===== config.mk =====
export PLATFORM = sky130hd
export DESIGN_NAME = hazard_unit
export DESIGN_NICKNAME = d
export VERILOG_FILES = /design/src/rtl/hazard_unit.sv
export SDC_FILE = /design/constraint.sdc
export NUM_CORES = 1
export LEC_CHECK = 0
export ABC_AREA = 1
export BUFFER_PORTS_ARGS = -buffer_cell sky130_fd_sc_hd__buf_2
export CAP_MARGIN = 30
export CORE_MARGIN = 8
export CORE_UTILIZATION = 40
export CTS_CLUSTER_DIAMETER = 150
export DETAILED_ROUTE_END_ITERATION = 10
export SYNTH_ARGS = -nofsm -noshare
export SYNTH_HDL_FRONTEND = slang
export SYNTH_SLANG_ARGS = --single-unit

===== constraint.sdc =====
create_clock -name clk -period 4.4 [get_ports clk]
set_clock_uncertainty 0.2 [all_clocks]
set_input_delay 0.44 -clock clk [delete_from_list [all_inputs] [get_ports clk]]
set_output_delay 0.44 -clock clk [all_outputs]
set_load 0.03 [all_outputs]

===== src/rtl/hazard_unit.sv =====
// hazard_unit: ID-stage data-hazard detection with a shadow EXE/MEM/WB destination pipeline.
// Define HAZARD_FORWARD_EN to enable EXE operand forwarding; otherwise every RAW hazard stalls.
module hazard_unit #(
  parameter int STALL_CNT_W = 16
) (
  input  logic                   clk,
  input  logic                   rst_n,
  input  logic [4:0]             id_rs_addr,
  input  logic [4:0]             id_rt_addr,
  input  logic                   id_rs_used,
  input  logic                   id_rt_used,
  input  logic                   id_wb_wen,
  input  logic [4:0]             id_wb_addr,
  input  logic                   id_mem_ren,
  input  logic                   exe_en,
  input  logic                   exe_rst,
  input  logic                   mem_en,
  input  logic                   mem_rst,
  input  logic                   wb_en,
  input  logic                   wb_rst,
  output logic                   reg_stall,
  output logic [1:0]             exe_fwd_a,
  output logic [1:0]             exe_fwd_b,
  output logic [STALL_CNT_W-1:0] stall_count
);
  logic [4:0] exe_dst_q, exe_dst_d, mem_dst_q, mem_dst_d, wb_dst_q, wb_dst_d;
  logic exe_wen_q, exe_wen_d, exe_load_q, exe_load_d;
  logic mem_wen_q, mem_wen_d, mem_load_q, mem_load_d;
  logic wb_wen_q, wb_wen_d;
  logic [STALL_CNT_W-1:0] cnt_q, cnt_d;
  logic exe_prod, mem_prod, exe_rs_m, exe_rt_m, mem_rs_m, mem_rt_m, stall, exe_clr;
  logic unused;
  always_comb begin
    exe_prod = exe_wen_q && exe_dst_q != 5'd0;
    mem_prod = mem_wen_q && mem_dst_q != 5'd0;
    exe_rs_m = exe_prod && id_rs_used && id_rs_addr == exe_dst_q;
    exe_rt_m = exe_prod && id_rt_used && id_rt_addr == exe_dst_q;
    mem_rs_m = mem_prod && id_rs_used && id_rs_addr == mem_dst_q;
    mem_rt_m = mem_prod && id_rt_used && id_rt_addr == mem_dst_q;
  end
  assign reg_stall = rst_n && stall;
  // A stalled ID instruction must not enter EXE: the slot turns into a bubble.
  always_comb begin
    exe_clr    = exe_rst || (exe_en && reg_stall);
    exe_dst_d  = exe_clr ? 5'd0 : exe_en ? id_wb_addr : exe_dst_q;
    exe_wen_d  = exe_clr ? 1'b0 : exe_en ? id_wb_wen  : exe_wen_q;
    exe_load_d = exe_clr ? 1'b0 : exe_en ? id_mem_ren : exe_load_q;
    mem_dst_d  = mem_rst ? 5'd0 : mem_en ? exe_dst_q  : mem_dst_q;
    mem_wen_d  = mem_rst ? 1'b0 : mem_en ? exe_wen_q  : mem_wen_q;
    mem_load_d = mem_rst ? 1'b0 : mem_en ? exe_load_q : mem_load_q;
    wb_dst_d   = wb_rst  ? 5'd0 : wb_en  ? mem_dst_q  : wb_dst_q;
    wb_wen_d   = wb_rst  ? 1'b0 : wb_en  ? mem_wen_q  : wb_wen_q;
    cnt_d      = (reg_stall && (exe_en || mem_en || wb_en) && !(&cnt_q)) ? cnt_q + 1'b1 : cnt_q;
  end
  always_ff @(posedge clk or negedge rst_n) begin
    if (!rst_n) begin
      exe_dst_q  <= 5'd0;
      exe_wen_q  <= 1'b0;
      exe_load_q <= 1'b0;
      mem_dst_q  <= 5'd0;
      mem_wen_q  <= 1'b0;
      mem_load_q <= 1'b0;
      wb_dst_q   <= 5'd0;
      wb_wen_q   <= 1'b0;
      cnt_q      <= '0;
    end else begin
      exe_dst_q  <= exe_dst_d;
      exe_wen_q  <= exe_wen_d;
      exe_load_q <= exe_load_d;
      mem_dst_q  <= mem_dst_d;
      mem_wen_q  <= mem_wen_d;
      mem_load_q <= mem_load_d;
      wb_dst_q   <= wb_dst_d;
      wb_wen_q   <= wb_wen_d;
      cnt_q      <= cnt_d;
    end
  end
  assign stall_count = cnt_q;
`ifdef HAZARD_FORWARD_EN
  logic [1:0] fwd_a_q, fwd_a_d, fwd_b_q, fwd_b_d;
  // Only a load still in EXE cannot be forwarded in time.
  assign stall = exe_load_q && (exe_rs_m || exe_rt_m);
  always_comb begin
    fwd_a_d = (exe_rs_m && !exe_load_q) ? 2'd1 : mem_rs_m ? 2'd2 : 2'd0;
    fwd_b_d = (exe_rt_m && !exe_load_q) ? 2'd1 : mem_rt_m ? 2'd2 : 2'd0;
    fwd_a_d = exe_clr ? 2'd0 : exe_en ? fwd_a_d : fwd_a_q;
    fwd_b_d = exe_clr ? 2'd0 : exe_en ? fwd_b_d : fwd_b_q;
  end
  always_ff @(posedge clk or negedge rst_n) begin
    if (!rst_n) begin
      fwd_a_q <= 2'd0;
      fwd_b_q <= 2'd0;
    end else begin
      fwd_a_q <= fwd_a_d;
      fwd_b_q <= fwd_b_d;
    end
  end
  assign exe_fwd_a = fwd_a_q;
  assign exe_fwd_b = fwd_b_q;
  assign unused = ^{mem_load_q, wb_dst_q, wb_wen_q};
`else
  assign stall     = exe_rs_m || exe_rt_m || mem_rs_m || mem_rt_m;
  assign exe_fwd_a = 2'd0;
  assign exe_fwd_b = 2'd0;
  assign unused    = ^{exe_load_q, mem_load_q, wb_dst_q, wb_wen_q};
`endif
endmodule


; ---- Word-level counts from Yosys, hierarchy flattened
; Cells that the tools add are included.
[classes]
add_sub_neg = 1
muxes = 8
n_eq_ne = 4
reduce_logical = 26
[ops]
columns = op, n
row1 = $eq 5x5->1, 4
row2 = $mux 5, 4
row3 = $add 16x1->16 const B, 1
row4 = $reduce_and 16->1, 1
row5 = $logic_and 1x1->1, 14
row6 = $reduce_bool 5->1, 2
row7 = $logic_or 1x1->1, 6
row8 = $mux 1, 4
row9 = $reduce_bool 2->1, 2
row10 = $logic_not 1->1, 1
[word_totals]
output_inout_bits = 21
inputBits = 27
register_bits = 28

; ---- Logic depth before layout (Yosys ltp)
[depth]
word_depth = 11
depth_mapped = 13
depth_no_buf = 12

; ---- Least setup slack after synthesis
; No wires, ideal clock.
[synth_timing]
kind = register to register
start = register cnt_q[0], in the netlist stall_count[0]
end = register cnt_q[14], in the netlist stall_count[14]
setup_time_ps = 117
path_slack_ps = 2285
path_stages_with_launch = 12
arrival_time_ps = 1797
n_path_buf = 1
required_time_ps = 4083
period_less_slack_ps = 2115
cell_sequence = dfrtp_1 -> ha_1 -> nand3_1 -> nor2_2 -> nand2_2 -> nor2_4 -> nand4_4 -> clkinv_1 -> nor2_4 -> buf_6 -> nand2_2 -> nand2_1
[synth_via]
elab_chain_len = 3
elab_cells_between_ends = 4
[synth_rtl]
columns = element, line_no
row1 = from (decl), 30  ; logic [STALL_CNT_W-1:0] cnt_q, cnt_d;
row2 = from (signal assigned), 75  ; cnt_q <= cnt_d;
row3 = branches (longest 3 deep; another with $add 16x1->16), n/a
; Several ways; the timed one is not identified.
; A chain may end at the register's enable or synchronous reset.

; ---- Worst setup path after layout
[layout_timing]
start = register exe_dst_q[4]
end = output reg_stall
[layout_via]
elab_chain_len = 8
elab_cells_between_ends = 12
[layout_rtl]
columns = element, line_no
row1 = from (decl), 26  ; logic [4:0] exe_dst_q, exe_dst_d, mem_dst_q, mem_dst_d, wb_dst_q, wb_dst_d;
row2 = from (signal assigned), 67  ; exe_dst_q <= exe_dst_d;
row3 = $reduce_bool 5->1, 34  ; exe_prod = exe_wen_q && exe_dst_q != 5'd0;
row4 = $logic_and 1x1->1, 34
row5 = "$logic_and 1x1->1, on equally long branches (2 in series)", "36, 37"
row6 = $logic_or 1x1->1 * (3 in series), 102  ; assign stall = exe_rs_m || exe_rt_m || mem_rs_m || mem_rt_m;
row7 = $logic_and 1x1->1 *, 41  ; assign reg_stall = rst_n && stall;
row8 = to (decl), 21  ; output logic reg_stall,
; Every way passes the cells marked *; elsewhere a longest branch is shown, timed or not.

==> impl_metrics.yaml <==
synthesis:
  synth_area_um2: 1942
  yosysWarnings: 0
  yosysSeqAreaShare_pct: 36.08
  yosysUniqueCellTypes: 30
  syn_inst: 282
  syn_avg_cell_area_um2: 6.886
  synth_seq_cells: 28
worst_setup_path:
  worstReg2RegStart: "stall_count[0]$_DFFE_PN0P_"
  crit_arrival_ns: 1.69
  r2r_end: "stall_count[3]$_DFFE_PN0P_"
  cp_max_fo: 4
  critical_path_required_ns: 3.76
  r2r_cells: 10
  end_kind: "primary output"
  critical_path_class: "reg -> out"
  r2r_slack_ns: 2.22
  critPathLaunchType: "flop"
routing:
  vias_per_cell: 4.746
  drtAntennaViolNets: 0
  vias: 1794
  first_pass_iters: 4
  drc: 0
  first_iter_violations: 99
  wl_per_cell_um: 12.65
  wl_um: 4781
clocking:
  cts-buffers-inserted: 3
  cts_resized: 0
  cts_setup_buffers: 0
  clockRootBuffer: "clkbuf_8"
  clock_sinks: 28
  cts_tree: "yes"
  insertion_delay_ns: 0.29
  clk_path_buf_depth: 2
  hold_buffers: 0
  htreeDepth: 1
  cts.reportedPaths.clkPinSlew_ns: 0.11
final_layout:
  synthToLayoutAreaGrowth_pct: 15.40
  multi_input_area_um2: 1065
  final_common_cell: "nand2_1"
  drive_gt1_share_pct: 24.38
  final-seq-area_um2: 700.7
  diodes: 0
  nFillCells: 523
  fin_cells: 378
  utilization_pct: 47.76
  layout_common_cells: "nand2_1 (110), buf_2 (41), nor2_1 (33)"
  nets: 353
floorplan:
  placeableCoreArea_um2: 4692
  die_x_um: 85.68
  fp-row-count: 25
  die_area_um2: 7340
  io_pins: 48
  initial_core_util_pct: 41.39
  fp.dieH_um: 85.68
timing:
  hold_viol: 0
  tightest_slew_ns: 0.7515
  slew_violations: 0
  slew_headroom_pct: 49.90
  setup_violations: 0
  setup_tns_ns: 0
  finalCriticalPeriod_ns: 2.334
  fmax_mhz: 428.4
  rsz0062_at_grt: "false"
  fin_crit_sh_pct: 53.05
grt:
  grt_pass1_wl_um: 8190
  first_global_vias: 1772
  overflow: 0
  grt_max_degree: 32
  grt.total_usage_pct: 13.75
  grt_antenna_before_repair: 0
power:
  p_leak_uw: 0.001283
  peakVddDrop_uv: 141.0
  power_density_nw_per_um2: 254.9
place:
  dp_hpwl_um: 3744
  port-buffer-count: 41
  placed_cells: 374
  place.gp.congestion: 0.8158
min_path:
  hp-class: "in -> async"
outcome:
  status: "finished clean"
run:
  cap_viol_max_count: 0
## metrics by stage
step | power, uW | hold slack [ns] | setup WS, ns | cell area [um^2]
6_report | 571.2 | 0.01333 | 2.066 | 2241
5_1_grt | 594.9 | 0.06780 | 1.876 | 2241
4_1_cts | 577.7 | 0.03854 | 2.042 | 2241
3_5_place_dp | 367.8 | 0.3055 | 2.194 | 2170
3_3_place_gp | 366.8 | 0.2979 | 2.219 | 2170
2_1_floorplan | 335.1 | -0.05559 | 2.285 | 1953
## layout make-up
cell class              instances  area share, %
multi-input cells             216          47.52
clock inverters                 1          1.340
well taps                      54          3.015
inverters                      35          5.863
flip-flops and latches         28          31.27
repair buffers                 41          9.157
clock buffers                   3          1.843
## cells by family after synthesis
kind of cell | after synthesis | synth area share [%]
buf+inv | 41 | 9.664
simple gates | 181 | 42.53
flops | 28 | 36.08
other cells | 1 | 0.1931
fa+ha+maj | 1 | 0.6442
compound gates | 16 | 4.574
xor+xnor | 14 | 6.315
## sequential cells by signal, indices dropped and copies added, names as in the netlist
register	cells
exe_dst_q	5
exe_wen_q	1
mem_dst_q	5
mem_wen_q	1
stall_count	16
## metal layers
| metal | global-route usage [%] | vias to the layer above | share of wire (%) |
|---|---|---|---|
| met5 | 0 | - | 0 |
| met4 | 4.299 | 0 | 1.4 |
| met3 | 2.961 | 7 | 5.4 |
| met2 | 21.65 | 42 | 43 |
| met1 | 18.22 | 804 | 50 |
| li1 | - | 941 | - |
## how the worst max path moves through the flow
stage,startpoint,end,slack (ns),depth (start not counted)
finish,exe_dst_q[4]$_DFFE_PN0P_,reg_stall,2.07,11
floorplan,stall_count[0]$_DFFE_PN0P_,stall_count[14]$_DFFE_PN0P_,2.29,11
CTS,exe_dst_q[4]$_DFFE_PN0P_,reg_stall,2.04,11
global placement,rst_n,reg_stall,2.22,4
detailed placement,rst_n,reg_stall,2.19,4
global route,exe_dst_q[4]$_DFFE_PN0P_,reg_stall,1.88,11
## critical path, cell delays in order (launching register included)
cell	delay, ns
dfrtp_1	0.44
inv_2	0.09
nand2_1	0.06
nand2_1	0.05
nor2_1	0.09
nand3_1	0.08
nand2_1	0.10
nand2_2	0.07
nand2_4	0.08
nand2_1	0.08
inv_1	0.09
buf_2	0.19
## cell usage after synthesis, drive strengths merged
cell | n | area (um^2)
o22ai | 5 | 31.28
inv | 34 | 127.6
nor2 | 36 | 152.7
nor3b | 1 | 12.51
a21oi | 3 | 15.01
xor2 | 7 | 61.31
nand4 | 6 | 67.56
nand2 | 124 | 505.5
o21ai | 7 | 35.03
nor3 | 2 | 15.01
nor4 | 1 | 12.51
ha | 1 | 12.51
dfrtp | 28 | 700.7
o21bai | 1 | 7.510
buf | 6 | 56.30
nand3 | 11 | 60.06
clkinv | 1 | 3.750
xnor2 | 7 | 61.31
conb | 1 | 3.750
## where the power goes
group | switching, uW | total, uW | internal, uW
registers | 9.96 | 276 | 266
logic | 58.0 | 86.6 | 28.6
clock network | 87.0 | 209 | 122
(Power assumes the default switching activity.)
